==> src/rtl/cpu_seq_ctrl.sv <==
`default_nettype none
// ============================================================================
// Module   : cpu_seq_ctrl
// Purpose  : Multi-cycle IF/ID/EX/MEM/WB sequencer for the RV32I core.
//            Sequences one instruction at a time and adds:
//              - watchdog timeouts on instruction/data memory waits
//              - halt at the instruction boundary (after WB)
//              - illegal-instruction fault state with cause reporting
//              - retired-instruction counter
// Config   : `define SEQ_TIMEOUT_EN to compile in the wait watchdog.
//            Without it, IF and MEM wait forever and fault_cause is 0 or 3.
// Ports    : clk, rst_n (async, active-low)
//            imem_rdy, dmem_rdy               memory ready inputs
//            dec_mem_read/write, dec_reg_write,
//            dec_illegal                       decoder outputs (ID..WB stable)
//            halt_req, clear_fault             control requests
//            state[2:0]                        IF=0 ID=1 EX=2 MEM=3 WB=4
//                                              HALT=5 FAULT=6
//            fetch_en, dmem_ren, dmem_wen,
//            rf_wen, pc_we, halted, fault      strobes / status
//            fault_cause[1:0]                  0 none,1 imem,2 dmem,3 illegal
//            retire_cnt[RETIRE_W-1:0]          retired instruction count
// Revision : 1.0 - initial release
// ============================================================================
module cpu_seq_ctrl #(
  parameter int TIMEOUT_W    = 8,
  parameter int IMEM_TIMEOUT = 255,
  parameter int DMEM_TIMEOUT = 255,
  parameter int RETIRE_W     = 32
) (
  input  logic                clk,
  input  logic                rst_n,
  input  logic                imem_rdy,
  input  logic                dmem_rdy,
  input  logic                dec_mem_read,
  input  logic                dec_mem_write,
  input  logic                dec_reg_write,
  input  logic                dec_illegal,
  input  logic                halt_req,
  input  logic                clear_fault,
  output logic [2:0]          state,
  output logic                fetch_en,
  output logic                dmem_ren,
  output logic                dmem_wen,
  output logic                rf_wen,
  output logic                pc_we,
  output logic                halted,
  output logic                fault,
  output logic [1:0]          fault_cause,
  output logic [RETIRE_W-1:0] retire_cnt
);

  typedef enum logic [2:0] {
    S_IF    = 3'd0,
    S_ID    = 3'd1,
    S_EX    = 3'd2,
    S_MEM   = 3'd3,
    S_WB    = 3'd4,
    S_HALT  = 3'd5,
    S_FAULT = 3'd6
  } state_t;

  localparam logic [1:0] c_cause_none    = 2'd0;
  localparam logic [1:0] c_cause_illegal = 2'd3;

  state_t              r_state;
  state_t              w_state_nxt;
  logic [1:0]          r_fault_cause;
  logic [1:0]          w_fault_cause_nxt;
  logic                r_dmem_ren;
  logic                r_dmem_wen;
  logic                w_dmem_ren_nxt;
  logic                w_dmem_wen_nxt;
  logic [RETIRE_W-1:0] r_retire_cnt;
  logic                w_mem_op;

`ifdef SEQ_TIMEOUT_EN
  // The counter holds the number of not-ready cycles already seen, so the
  // N-th consecutive miss is the cycle in which it equals N-1.
  localparam logic [TIMEOUT_W-1:0] c_imem_lim = TIMEOUT_W'(IMEM_TIMEOUT - 1);
  localparam logic [TIMEOUT_W-1:0] c_dmem_lim = TIMEOUT_W'(DMEM_TIMEOUT - 1);
  localparam logic [1:0]           c_cause_imem = 2'd1;
  localparam logic [1:0]           c_cause_dmem = 2'd2;

  logic [TIMEOUT_W-1:0] r_wd;
  logic [TIMEOUT_W-1:0] w_wd_nxt;
`endif

  assign w_mem_op = dec_mem_read | dec_mem_write;

  // --------------------------------------------------------------------------
  // Next-state and registered-output decode
  // --------------------------------------------------------------------------
  always_comb begin
    w_state_nxt       = r_state;
    w_fault_cause_nxt = r_fault_cause;
    // Memory request pulses are launched from EX so they appear registered
    // during the first MEM cycle only. A read takes priority over a write.
    w_dmem_ren_nxt    = (r_state == S_EX) & dec_mem_read;
    w_dmem_wen_nxt    = (r_state == S_EX) & dec_mem_write & ~dec_mem_read;
`ifdef SEQ_TIMEOUT_EN
    w_wd_nxt          = r_wd;
`endif
    case (r_state)
      S_IF: begin
        // Ready is tested first so it wins over a simultaneous timeout.
        if (imem_rdy) begin
          w_state_nxt = S_ID;
        end
`ifdef SEQ_TIMEOUT_EN
        else if (r_wd == c_imem_lim) begin
          w_state_nxt       = S_FAULT;
          w_fault_cause_nxt = c_cause_imem;
        end else begin
          w_wd_nxt = r_wd + 1'b1;
        end
`endif
      end
      S_ID: begin
        if (dec_illegal) begin
          w_state_nxt       = S_FAULT;
          w_fault_cause_nxt = c_cause_illegal;
        end else begin
          w_state_nxt = S_EX;
        end
      end
      S_EX: begin
        w_state_nxt = S_MEM;
`ifdef SEQ_TIMEOUT_EN
        w_wd_nxt    = '0;
`endif
      end
      S_MEM: begin
        if (!w_mem_op || dmem_rdy) begin
          w_state_nxt = S_WB;
        end
`ifdef SEQ_TIMEOUT_EN
        else if (r_wd == c_dmem_lim) begin
          w_state_nxt       = S_FAULT;
          w_fault_cause_nxt = c_cause_dmem;
        end else begin
          w_wd_nxt = r_wd + 1'b1;
        end
`endif
      end
      S_WB: begin
        w_state_nxt = halt_req ? S_HALT : S_IF;
`ifdef SEQ_TIMEOUT_EN
        w_wd_nxt    = '0;
`endif
      end
      S_HALT: begin
        if (!halt_req) begin
          w_state_nxt = S_IF;
`ifdef SEQ_TIMEOUT_EN
          w_wd_nxt    = '0;
`endif
        end
      end
      S_FAULT: begin
        if (clear_fault) begin
          w_state_nxt       = S_IF;
          w_fault_cause_nxt = c_cause_none;
`ifdef SEQ_TIMEOUT_EN
          w_wd_nxt          = '0;
`endif
        end
      end
      default: begin
        w_state_nxt       = S_IF;
        w_fault_cause_nxt = c_cause_none;
      end
    endcase
  end

  // --------------------------------------------------------------------------
  // State and counters
  // --------------------------------------------------------------------------
  always_ff @(posedge clk or negedge rst_n) begin
    if (!rst_n) begin
      r_state       <= S_IF;
      r_fault_cause <= c_cause_none;
      r_dmem_ren    <= 1'b0;
      r_dmem_wen    <= 1'b0;
      r_retire_cnt  <= '0;
    end else begin
      r_state       <= w_state_nxt;
      r_fault_cause <= w_fault_cause_nxt;
      r_dmem_ren    <= w_dmem_ren_nxt;
      r_dmem_wen    <= w_dmem_wen_nxt;
      if (r_state == S_WB) begin
        r_retire_cnt <= r_retire_cnt + 1'b1;
      end
    end
  end

`ifdef SEQ_TIMEOUT_EN
  always_ff @(posedge clk or negedge rst_n) begin
    if (!rst_n) begin
      r_wd <= '0;
    end else begin
      r_wd <= w_wd_nxt;
    end
  end
`endif

  // --------------------------------------------------------------------------
  // Outputs: strobes decode directly from the state register so an
  // asynchronous reset removes them in the same instant.
  // --------------------------------------------------------------------------
  assign state       = r_state;
  assign fetch_en    = (r_state == S_IF);
  assign dmem_ren    = r_dmem_ren;
  assign dmem_wen    = r_dmem_wen;
  assign rf_wen      = (r_state == S_WB) & dec_reg_write;
  assign pc_we       = (r_state == S_WB);
  assign halted      = (r_state == S_HALT);
  assign fault       = (r_state == S_FAULT);
  assign fault_cause = r_fault_cause;
  assign retire_cnt  = r_retire_cnt;

endmodule
`default_nettype wire

==> config.mk <==
export PLATFORM = sky130hd
export DESIGN_NAME = cpu_seq_ctrl
export DESIGN_NICKNAME = d
export VERILOG_FILES = /design/src/rtl/cpu_seq_ctrl.sv
export SDC_FILE = /design/constraint.sdc
export NUM_CORES = 1
export LEC_CHECK = 0
export ABC_AREA = 1
export CORE_ASPECT_RATIO = 0.8
export CORE_UTILIZATION = 53
export DETAILED_ROUTE_END_ITERATION = 10
export PLACE_DENSITY = 0.95
export SETUP_SLACK_MARGIN = 0.2
export SLEW_MARGIN = 20
export SYNTH_ARGS = -nofsm -noshare
export SYNTH_HDL_FRONTEND = slang
export SYNTH_SLANG_ARGS = --single-unit
==> constraint.sdc <==
create_clock -name clk -period 4.35 [get_ports clk]
set_input_delay 1.0875 -clock clk [delete_from_list [all_inputs] [get_ports clk]]
set_output_delay 1.0875 -clock clk [all_outputs]
set_load 0.02 [all_outputs]
== Yosys cells after proc, flatten, opt, wreduce, memory -nomap -nowiden ==
Cells that the tools add are included.

* Bits in registers: 39
* Word-level logic and storage cells: 40
* Output and inout port bits: 44

* $add $sub $neg: 1
* Multiplexer cells: 10
* Bitwise gates (word level): 7
* Reduce and logical (&&, ||, !) cells: 6
* Equal/unequal tests: 11

{| class="wikitable"
|+ Operators with widths
! operator !! count
|-
| $add A32 B1 Y32 const B || 1
|-
| $pmux W3 S7 || 1
|-
| $mux W3 || 6
|-
| $ne A2 B2 Y1 const B || 5
|-
| $eq A3 B3 Y1 const B || 3
|-
| $eq A3 B2 Y1 const B || 2
|-
| $pmux W2 S3 || 1
|-
| $reduce_or A5 Y1 || 1
|-
| $and A1 B1 Y1 || 4
|-
| $mux W2 || 2
|-
| $reduce_and A4 Y1 || 1
|-
| $eq A3 B1 Y1 const B || 1
|-
| $logic_not A3 Y1 || 1
|-
| $reduce_and A3 Y1 || 1
|-
| $not A1 Y1 || 2
|-
| $logic_not A1 Y1 || 1
|-
| $logic_or A1 B1 Y1 || 1
|-
| $or A1 B1 Y1 || 1
|}

== Logic depth before layout (Yosys ltp) ==
Gate-level depths: netlist of the first run.

* Word-level depth: 5
* Depth in mapped cells: 10
* Mapped depth without buffers: 10

== Least setup slack after synthesis of the first run ==
Ideal clock, no wire load.

* Path kind: in2out
* Start point: in dec_reg_write
* End point: out rf_wen
* Slack: 1861 ps
* Arrival time: 1402 ps
* Stages on the path: 2
* Required time: 3263 ps
* Cells stage by stage: inv_1 -> nor2_1

* Word-level cells in the longest chain between the ends: 1

{| class="wikitable"
|+ Ends and longest elaborated chain
! element !! line !! RTL
|-
| start: declaration || 37 || <nowiki>input logic dec_reg_write,</nowiki>
|-
| $and A1 B1 Y1 || 215 || <nowiki>assign rf_wen = (r_state == S_WB) & dec_reg_write;</nowiki>
|-
| end: declaration || 45 || <nowiki>output logic rf_wen,</nowiki>
|}

Every way passes these cells.

== Final worst setup path of the first run ==
Ends and elaborated chain as after synthesis.

==> results of run 1 <==
==> worst reg2reg max path: cells and delay by family, from the launching register on <==
family                 cells  cell delay [ns]
flip-flops                 1             0.49
XOR/XNOR                   1             0.18
AND/OR/NAND/NOR            5             0.83
buffers and inverters      1             0.22
==> sequential cells by signal, summed over array words and instances (netlist names) <==
signal	count
dmem_ren	1
state	3
fault_cause	1
dmem_wen	1
retire_cnt	32
==> cell type report <==
| cell class | count | area [µm²] |
|---|---|---|
| flip-flops and latches | 38 | 951 |
| fillers | 315 | 1010 |
| clock buffers | 5 | 68.8 |
| well taps | 55 | 68.8 |
| clock inverters | 3 | 45.0 |
| multi-input cells | 196 | 1060 |
| inverters | 48 | 181 |
| repair buffers | 53 | 526 |
==> worst max-delay path by stage <==
stage / cells past startpoint / slack, ns / to / startpoint
6_report: 4 / 0.96 / rf_wen / dec_reg_write
3_5_place_dp: 4 / 0.96 / rf_wen / dec_reg_write
3_3_place_gp: 4 / 0.99 / rf_wen / dec_reg_write
4_1_cts: 4 / 0.96 / rf_wen / dec_reg_write
5_1_grt: 4 / 0.93 / rf_wen / dec_reg_write
2_1_floorplan: 2 / 1.86 / rf_wen / dec_reg_write
==> synthesized netlist by cell type (2+ instances only) <==
library cell and number:
sky130_fd_sc_hd__nor2_2 8, sky130_fd_sc_hd__nor2_4 5, sky130_fd_sc_hd__a21oi_1 3, sky130_fd_sc_hd__xor2_1 14
sky130_fd_sc_hd__nand2_1 73, sky130_fd_sc_hd__nand3_1 14, sky130_fd_sc_hd__o21ai_0 4, sky130_fd_sc_hd__inv_1 47
sky130_fd_sc_hd__nand2_2 6, sky130_fd_sc_hd__xnor2_1 6, sky130_fd_sc_hd__dfrtp_1 38, sky130_fd_sc_hd__nand3_2 4
sky130_fd_sc_hd__buf_6 2, sky130_fd_sc_hd__nor3_1 8, sky130_fd_sc_hd__nor2_1 33, sky130_fd_sc_hd__nand4_1 11
==> kinds of logic after synthesis <==
group                    after synthesis  share of synthesized area (%)
adder cells (fa/ha/maj)                1                          0.562
AND/OR/NAND/NOR                      166                           36.7
XOR/XNOR                              20                           7.87
AO/OA/AOI/OAI                          9                           2.42
buffers and inverters                 52                           9.73
flip-flops                            38                           42.7
==> per-layer routing <==
layer / part of all wire [%] / global-route usage, % / wire [µm] / vias up
li1: - / - / - / 990
met1: 42 / 35.5 / 2250 / 954
met2: 48 / 43.6 / 2550 / 99
met3: 6.9 / 4.55 / 365 / 17
met4: 2.4 / 11.1 / 129 / 0
met5: 0 / 0 / 0 / -
==> power by group <==
group,switching [mW],internal (mW)
logic,0.195,0.145
registers,0.0632,0.390
clock network,0.135,0.171
==> report_table.html, run 1 <==
<table>
<tr><th>Metric</th><th>Value</th></tr>
<tr><th colspan="2">Synthesis</th></tr>
<tr><td>Top flip-flop cell by instance count after synthesis</td><td>sky130_fd_sc_hd__dfrtp_1</td></tr>
<tr><td>Top area cells in the synthesized netlist</td><td>sky130_fd_sc_hd__dfrtp_1 43%, sky130_fd_sc_hd__nand2_1 12%, sky130_fd_sc_hd__inv_1 7.9%</td></tr>
<tr><td>Synthesized area per cell</td><td>between 7 and 8 µm²</td></tr>
<tr><td>Cell Area, Synth</td><td>between 2000 and 2500 µm²</td></tr>
<tr><td>Post-synthesis cell count</td><td>around 290</td></tr>
<tr><td>Distinct cell type count of the synthesized netlist</td><td>26</td></tr>
<tr><td>Number of nets produced by synthesis</td><td>a little under 300</td></tr>
<tr><td>Warnings from Yosys</td><td>0</td></tr>
<tr><td>Flip-flop and latch count after synthesis</td><td>38</td></tr>
<tr><td>Top cell type's share of synthesized area</td><td>between 40 and 50%</td></tr>
<tr><td>Async S/R FF share, synth</td><td>100%</td></tr>
<tr><td>Largest area contributor in the synthesized netlist</td><td>sky130_fd_sc_hd__dfrtp_1</td></tr>
<tr><td>Number of synthesized flops with an enable pin</td><td>0</td></tr>
<tr><td>Sequential element share of the synthesized area</td><td>42.7%</td></tr>
<tr><th colspan="2">Placement</th></tr>
<tr><td>Weighted congestion at the end of routability-driven global placement</td><td>around 0.86</td></tr>
<tr><td>Estimated wirelength of the detail-placed design</td><td>between 4 and 5 mm</td></tr>
<tr><td>Setup WS pre-CTS</td><td>0.956 ns</td></tr>
<tr><td>Placement Cell Area</td><td>2780 µm²</td></tr>
<tr><td>Number of instances in the placed design</td><td>390</td></tr>
<tr><td>Count of buffers from port buffering</td><td>53</td></tr>
<tr><th colspan="2">Detailed routing</th></tr>
<tr><td>Count of vias placed by the detailed router</td><td>2,060</td></tr>
<tr><td>DRT antenna net count</td><td>0</td></tr>
<tr><td>Detailed Routing Iterations Pass 1</td><td>5</td></tr>
<tr><td>Final Routed Wirelength</td><td>5.30 mm</td></tr>
<tr><td>Drt wl/cell</td><td>13.3 µm</td></tr>
<tr><td>DRC violation count after routing</td><td>0</td></tr>
<tr><td>Iter 0 DRT Violations</td><td>about 170</td></tr>
<tr><td>Vias per Instance</td><td>5.18</td></tr>
<tr><th colspan="2">Outcome</th></tr>
<tr><td>Status</td><td>complete, no violations</td></tr>
<tr><th colspan="2">Floorplanning</th></tr>
<tr><td>Die Footprint</td><td>4460 µm²</td></tr>
<tr><td>Die outline width</td><td>roughly 74 µm</td></tr>
<tr><td>Initial standard-cell utilization of the core</td><td>57.0%</td></tr>
<tr><td>Floorplan Core Area</td><td>roughly 4000 µm²</td></tr>
<tr><td>Die outline height</td><td>59.9 µm</td></tr>
<tr><td>Row cnt</td><td>20</td></tr>
<tr><td>Top-level port count</td><td>between 50 and 60</td></tr>
<tr><th colspan="2">Timing</th></tr>
<tr><td>Fin. Hold Viols</td><td>0</td></tr>
<tr><td>Unrepaired setup endpoints after global routing</td><td>no</td></tr>
<tr><td>Minimum clock period</td><td>3.39 ns</td></tr>
<tr><td>Worst Tran Pin Value</td><td>0.812 ns</td></tr>
<tr><td>Post-Route Skew</td><td>0.00686 ns</td></tr>
<tr><td>FMAX</td><td>0.295 GHz</td></tr>
<tr><td>Final setup viols</td><td>0</td></tr>
<tr><td>Total negative setup slack</td><td>0 ns</td></tr>
<tr><td>Share of the cycle needed by the critical path after routing</td><td>77.9%</td></tr>
<tr><td>Final worst slack</td><td>0.961 ns</td></tr>
<tr><td>Fin. max-slew vios</td><td>0</td></tr>
<tr><td>Normalized max-slew margin</td><td>45.9%</td></tr>
<tr><td>Smallest hold slack</td><td>0.507 ns</td></tr>
<tr><th colspan="2">Clock network</th></tr>
<tr><td>H-tree Lvls</td><td>2</td></tr>
<tr><td>Cts repair resizes</td><td>0</td></tr>
<tr><td>Num CTS Buffers</td><td>5</td></tr>
<tr><td>Clock slew seen by the registers of the worst setup and hold paths</td><td>0.08 ns</td></tr>
<tr><td>Setup repair bufs after CTS</td><td>0</td></tr>
<tr><td>Clk sink count</td><td>38</td></tr>
<tr><td>Post-CTS Hold Buffers</td><td>0</td></tr>
<tr><td>Deepest clock path buffer count</td><td>2</td></tr>
<tr><td>Latest clock arrival within the worst-skew pair</td><td>roughly 0.30 ns</td></tr>
<tr><td>Clock root cell</td><td>sky130_fd_sc_hd__clkbuf_8</td></tr>
<tr><td>TritonCTS clock tree</td><td>done</td></tr>
<tr><th colspan="2">Pwr</th></tr>
<tr><td>VDD IR-drop max</td><td>0.370 mV</td></tr>
<tr><td>Standby leakage power</td><td>approximately 1.4 nW</td></tr>
<tr><td>Total Power</td><td>1.10 mW</td></tr>
<tr><td>Pwr per Cell Area</td><td>379 nW/µm²</td></tr>
<tr><th colspan="2">Setup path</th></tr>
<tr><td>Cells along the critical path</td><td>clkdlybuf4s50_1, inv_1, nor2_1, clkdlybuf4s50_1</td></tr>
<tr><td>Kind of start point of the critical path</td><td>input pin</td></tr>
<tr><td>Delay-heaviest family, CP</td><td>buffers and inverters</td></tr>
<tr><td>CP Capture Type</td><td>output pin</td></tr>
<tr><td>Most frequent cell on the critical path</td><td>sky130_fd_sc_hd__clkdlybuf4s50_1</td></tr>
<tr><td>Worst path slowest cell</td><td>sky130_fd_sc_hd__clkdlybuf4s50_1</td></tr>
<tr><td>WP buf/inv</td><td>3</td></tr>
<tr><td>Biggest fanout along the worst timing path</td><td>1</td></tr>
<tr><td>Data required time at the worst endpoint</td><td>3.26 ns</td></tr>
<tr><td>Endpoint arrival time on the critical path</td><td>2.30 ns</td></tr>
<tr><td>Crit Reg-Reg Endpoint</td><td>retire_cnt[21]</td></tr>
<tr><td>Beginning of the worst register-to-register path</td><td>state[0]</td></tr>
<tr><td>Critical path class</td><td>in2out</td></tr>
<tr><td>Register-to-register path setup slack</td><td>around 2.5 ns</td></tr>
<tr><td>Highest cell delay on the worst timing path</td><td>about 0.62 ns</td></tr>
<tr><td>Reg2Reg Depth</td><td>7</td></tr>
<tr><th colspan="2">Finish</th></tr>
<tr><td>Final core occ</td><td>74.2%</td></tr>
<tr><td>Nets</td><td>353</td></tr>
<tr><td>Post-route cell area</td><td>2900 µm²</td></tr>
<tr><td>Commonest non-fill, non-tap cell in the layout</td><td>sky130_fd_sc_hd__nand2_1</td></tr>
<tr><td>Final non-filler cell total</td><td>398</td></tr>
<tr><td>Commonest cells after routing, fill and taps aside</td><td>73 x sky130_fd_sc_hd__nand2_1, 52 x sky130_fd_sc_hd__clkdlybuf4s50_1, 47 x sky130_fd_sc_hd__inv_1, 38 x sky130_fd_sc_hd__dfrtp_1, 33 x sky130_fd_sc_hd__nor2_1</td></tr>
<tr><td>Area growth from synthesis to layout</td><td>30.3%</td></tr>
<tr><td>Final antenna diode count</td><td>0</td></tr>
<tr><td>Ratio of cells with drive above 1 in the final layout</td><td>10.8%</td></tr>
<tr><th colspan="2">Hold path</th></tr>
<tr><td>Class of the worst hold path</td><td>reg2reg</td></tr>
<tr><td>Cell depth of the worst hold path</td><td>2</td></tr>
<tr><td>Worst hold path endpoint</td><td>retire_cnt[31]</td></tr>
<tr><td>Hold_sp</td><td>retire_cnt[31]</td></tr>
<tr><th colspan="2">Job</th></tr>
<tr><td>Number of max-cap violations</td><td>0</td></tr>
<tr><th colspan="2">Global routing</th></tr>
<tr><td>Global-route wire length before repair</td><td>between 8 and 9 mm</td></tr>
<tr><td>Antenna violations before repair</td><td>0</td></tr>
<tr><td>Vias in the first global route</td><td>between 1,500 and 2,000</td></tr>
<tr><td>Largest net degree at the start of global routing</td><td>39</td></tr>
<tr><td>Congestion Overflow GR</td><td>0</td></tr>
<tr><td>Total global routing track utilization</td><td>roughly 27%</td></tr>
</table>
(Power assumes the default switching activity.)
==> run 2, diff against run 1 <==
--- a/config.mk
+++ b/config.mk
@@ -7,9 +7,9 @@
 export LEC_CHECK = 0
 export ABC_AREA = 1
 export CORE_ASPECT_RATIO = 0.8
-export CORE_UTILIZATION = 53
+export CORE_UTILIZATION = 45
 export DETAILED_ROUTE_END_ITERATION = 10
-export PLACE_DENSITY = 0.95
+export PLACE_DENSITY = 0.88
 export SETUP_SLACK_MARGIN = 0.2
 export SLEW_MARGIN = 20
 export SYNTH_ARGS = -nofsm -noshare
==> constraint.sdc (replaced) <==
create_clock -name clk -period 3.04 [get_ports clk]
set_input_delay 0.76 -clock clk [delete_from_list [all_inputs] [get_ports clk]]
set_output_delay 0.76 -clock clk [all_outputs]
set_load 0.02 [all_outputs]
==> run 2 against run 1 <==
  * Flip-flop and latch count did not move
  * Sequential share of layout area up 0.30 points
  * Combinational power increased by 42%
  * Critical path depth unchanged
  * Die area grew 17%
==> report_table.html, run 2 (synthesis results as in run 1) <==
<table>
<tr><th>Metric</th><th>Value</th></tr>
<tr><th colspan="2">Clock network</th></tr>
<tr><td>TritonCTS clock tree</td><td>done (unchanged)</td></tr>
<tr><td>Clock root cell</td><td>sky130_fd_sc_hd__clkbuf_8 (unchanged)</td></tr>
<tr><td>Clk sink count</td><td>38 (unchanged)</td></tr>
<tr><td>Setup repair bufs after CTS</td><td>0 (unchanged)</td></tr>
<tr><td>Deepest clock path buffer count</td><td>2 (unchanged)</td></tr>
<tr><td>H-tree Lvls</td><td>2 (unchanged)</td></tr>
<tr><td>Clock slew seen by the registers of the worst setup and hold paths</td><td>0.07 ns (was 0.08 ns)</td></tr>
<tr><td>Latest clock arrival within the worst-skew pair</td><td>0.30 ns (about the same)</td></tr>
<tr><td>Num CTS Buffers</td><td>5 (unchanged)</td></tr>
<tr><th colspan="2">Global routing</th></tr>
<tr><td>Total global routing track utilization</td><td>21.4% (was 26.8%)</td></tr>
<tr><td>Global-route wire length before repair</td><td>8.42 mm (was 8.80 mm)</td></tr>
<tr><td>Largest net degree at the start of global routing</td><td>39 (unchanged)</td></tr>
<tr><td>Vias in the first global route</td><td>1,846 (was 1,919)</td></tr>
<tr><td>Congestion Overflow GR</td><td>0 (unchanged)</td></tr>
<tr><td>Antenna violations before repair</td><td>0 (unchanged)</td></tr>
<tr><th colspan="2">Floorplanning</th></tr>
<tr><td>Die outline height</td><td>64.9 µm (was 59.9 µm)</td></tr>
<tr><td>Initial standard-cell utilization of the core</td><td>47.5% (was 57.0%)</td></tr>
<tr><td>Die outline width</td><td>80.6 µm (was 74.4 µm)</td></tr>
<tr><td>Die Footprint</td><td>5230 µm² (was 4460 µm²)</td></tr>
<tr><td>Floorplan Core Area</td><td>4680 µm² (was 3900 µm²)</td></tr>
<tr><td>Row cnt</td><td>22 (was 20)</td></tr>
<tr><td>Top-level port count</td><td>54 (unchanged)</td></tr>
<tr><th colspan="2">Timing</th></tr>
<tr><td>Final setup viols</td><td>0 (unchanged)</td></tr>
<tr><td>Normalized max-slew margin</td><td>44.3% (was 45.9%)</td></tr>
<tr><td>Total negative setup slack</td><td>0 ns (unchanged)</td></tr>
<tr><td>Minimum clock period</td><td>between 2 and 3 ns</td></tr>
<tr><td>FMAX</td><td>0.370 GHz</td></tr>
<tr><td>Final worst slack</td><td>0.334 ns (was 0.961 ns)</td></tr>
<tr><td>Fin. max-slew vios</td><td>0 (unchanged)</td></tr>
<tr><td>Unrepaired setup endpoints after global routing</td><td>no (unchanged)</td></tr>
<tr><td>Fin. Hold Viols</td><td>0 (unchanged)</td></tr>
<tr><td>Post-Route Skew</td><td>0.00581 ns (was 0.00686 ns)</td></tr>
<tr><td>Smallest hold slack</td><td>0.506 ns (was 0.507 ns)</td></tr>
<tr><td>Worst Tran Pin Value</td><td>0.836 ns (was 0.812 ns)</td></tr>
<tr><td>Share of the cycle needed by the critical path after routing</td><td>89.0%</td></tr>
<tr><th colspan="2">Job</th></tr>
<tr><td>Number of max-cap violations</td><td>0 (unchanged)</td></tr>
<tr><th colspan="2">Pwr</th></tr>
<tr><td>Part of the power in registers</td><td>44.3% (was 41.3%)</td></tr>
<tr><td>Combinational fraction of design power</td><td>33.1% (was 31.0%)</td></tr>
<tr><td>Pwr per Cell Area</td><td>508 nW/µm² (was 379 nW/µm²)</td></tr>
<tr><td>Standby leakage power</td><td>1.38 nW (about the same)</td></tr>
<tr><td>Share of total power in the clock network</td><td>22.6% (was 27.8%)</td></tr>
<tr><td>Internal power</td><td>926 µW (was 706 µW)</td></tr>
<tr><td>VDD IR-drop max</td><td>0.423 mV (was 0.370 mV)</td></tr>
<tr><td>Switching pwr</td><td>532 µW (was 393 µW)</td></tr>
<tr><td>Switching share of total power</td><td>36.5% (was 35.8%)</td></tr>
<tr><th colspan="2">Detailed routing</th></tr>
<tr><td>Drt wl/cell</td><td>12.3 µm (was 13.3 µm)</td></tr>
<tr><td>Iter 0 DRT Violations</td><td>131 (was 168)</td></tr>
<tr><td>DRC violation count after routing</td><td>0 (unchanged)</td></tr>
<tr><td>Detailed Routing Iterations Pass 1</td><td>4 (was 5)</td></tr>
<tr><td>Final Routed Wirelength</td><td>4.96 mm (was 5.30 mm)</td></tr>
<tr><td>Vias per Instance</td><td>4.92 (was 5.18)</td></tr>
<tr><td>DRT antenna net count</td><td>0 (unchanged)</td></tr>
<tr><td>Count of vias placed by the detailed router</td><td>1,977 (was 2,060)</td></tr>
<tr><th colspan="2">Placement</th></tr>
<tr><td>Setup WS pre-CTS</td><td>0.327 ns (was 0.956 ns)</td></tr>
<tr><td>Estimated wirelength of the detail-placed design</td><td>3.85 mm (was 4.07 mm)</td></tr>
<tr><td>Weighted congestion at the end of routability-driven global placement</td><td>0.879 (was 0.860)</td></tr>
<tr><td>Count of buffers from port buffering</td><td>53 (unchanged)</td></tr>
<tr><td>Placement Cell Area</td><td>2790 µm² (was 2780 µm²)</td></tr>
<tr><th colspan="2">Hold path</th></tr>
<tr><td>Class of the worst hold path</td><td>reg2reg (unchanged)</td></tr>
<tr><td>Cell depth of the worst hold path</td><td>2 (unchanged)</td></tr>
<tr><th colspan="2">Setup path</th></tr>
<tr><td>Kind of start point of the critical path</td><td>input pin (unchanged)</td></tr>
<tr><td>Data required time at the worst endpoint</td><td>2.28 ns (was 3.26 ns)</td></tr>
<tr><td>Critical path class</td><td>in2out (unchanged)</td></tr>
<tr><td>Biggest fanout along the worst timing path</td><td>1 (unchanged)</td></tr>
<tr><td>Reg2Reg Depth</td><td>7 (unchanged)</td></tr>
<tr><td>CP Capture Type</td><td>output pin (unchanged)</td></tr>
<tr><td>Endpoint arrival time on the critical path</td><td>1.95 ns (was 2.30 ns)</td></tr>
<tr><th colspan="2">Finish</th></tr>
<tr><td>Area growth from synthesis to layout</td><td>29.1% (was 30.3%)</td></tr>
<tr><td>Nets</td><td>353 (unchanged)</td></tr>
<tr><td>Number of flip-flops under the largest register name</td><td>32 (unchanged)</td></tr>
<tr><td>Post-route cell area</td><td>2870 µm² (was 2900 µm²)</td></tr>
<tr><td>Multi-input logic area</td><td>1060 µm² (about the same)</td></tr>
<tr><td>Filler Cell Count</td><td>424 (was 315)</td></tr>
<tr><td>Final antenna diode count</td><td>0 (unchanged)</td></tr>
<tr><td>Commonest non-fill, non-tap cell in the layout</td><td>sky130_fd_sc_hd__nand2_1 (unchanged)</td></tr>
<tr><td>Sequential cell area</td><td>951 µm² (unchanged)</td></tr>
<tr><td>Final core occ</td><td>61.4% (was 74.2%)</td></tr>
<tr><td>Ratio of cells with drive above 1 in the final layout</td><td>9.94% (was 10.8%)</td></tr>
<tr><td>Commonest cells after routing, fill and taps aside</td><td>73 x sky130_fd_sc_hd__nand2_1, 52 x sky130_fd_sc_hd__clkdlybuf4s50_1, 47 x sky130_fd_sc_hd__inv_1, 38 x sky130_fd_sc_hd__dfrtp_1, 33 x sky130_fd_sc_hd__nor2_1 (unchanged)</td></tr>
<tr><th colspan="2">Outcome</th></tr>
<tr><td>Status</td><td>complete, no violations (unchanged)</td></tr>
</table>
==> run 2: worst max-delay path: stages <==
cell and delay [ns]:
sky130_fd_sc_hd__clkdlybuf4s50_1 0.46, sky130_fd_sc_hd__inv_1 0.04, sky130_fd_sc_hd__nor2_1 0.08, sky130_fd_sc_hd__clkdlybuf4s50_1 0.61
==> run 2: cell type report <==
| cell class | instances | share of cell area, % |
|---|---|---|
| Multi-Input combinational cell | 196 | 37.0 |
| Sequential cell | 38 | 33.1 |
| Timing Repair Buffer | 53 | 18.3 |
| Tap cell | 60 | 2.61 |
| Clock buffer | 7 | 2.66 |
| Inverter | 48 | 6.32 |
==> run 2: power groups by stage <==
| stage | logic [mW] | clock network [mW] | registers (mW) |
|---|---|---|---|
| final | 0.482 | 0.329 | 0.646 |
| after global routing | 0.524 | 0.357 | 0.653 |
| after CTS | 0.482 | 0.331 | 0.644 |
| after detailed placement | 0.480 | 0 | 0.653 |
| after global placement | 0.472 | 0 | 0.648 |
| after floorplan | 0.265 | 0 | 0.686 |
==> run 2: worst paths after layout <==
path / to / slack, ns / start
min reg2reg: retire_cnt[31] / 0.51 / retire_cnt[31]
min: retire_cnt[31] / 0.51 / retire_cnt[31]
max in group asynchronous: retire_cnt[1] / 1.95 / rst_n
max reg2reg: retire_cnt[21] / 1.38 / state[0]
max: rf_wen / 0.33 / dec_reg_write
min in group asynchronous: retire_cnt[5] / 0.56 / rst_n
==> run 2: per-layer routing <==
layer / global-route usage, % / routed length (µm)
met1: 29.2 / 2290
met2: 32.9 / 2260
met3: 4.65 / 306
met4: 8.71 / 100
met5: 0 / 0
==> run 2: stage by stage <==
stage | instances | total power [mW]
floorplan | 286 | 0.952
global placement | 395 | 1.12
detailed placement | 395 | 1.13
CTS | 402 | 1.46
global route | 402 | 1.53
finish | 402 | 1.46
==> run 2: timing repair <==
| item | in CTS | in global routing |
|---|---|---|
| hold buffers | 0 | 0 |
| endpoints found under the setup margin | 0 | 1 |
| resized for setup | 0 | 1 |
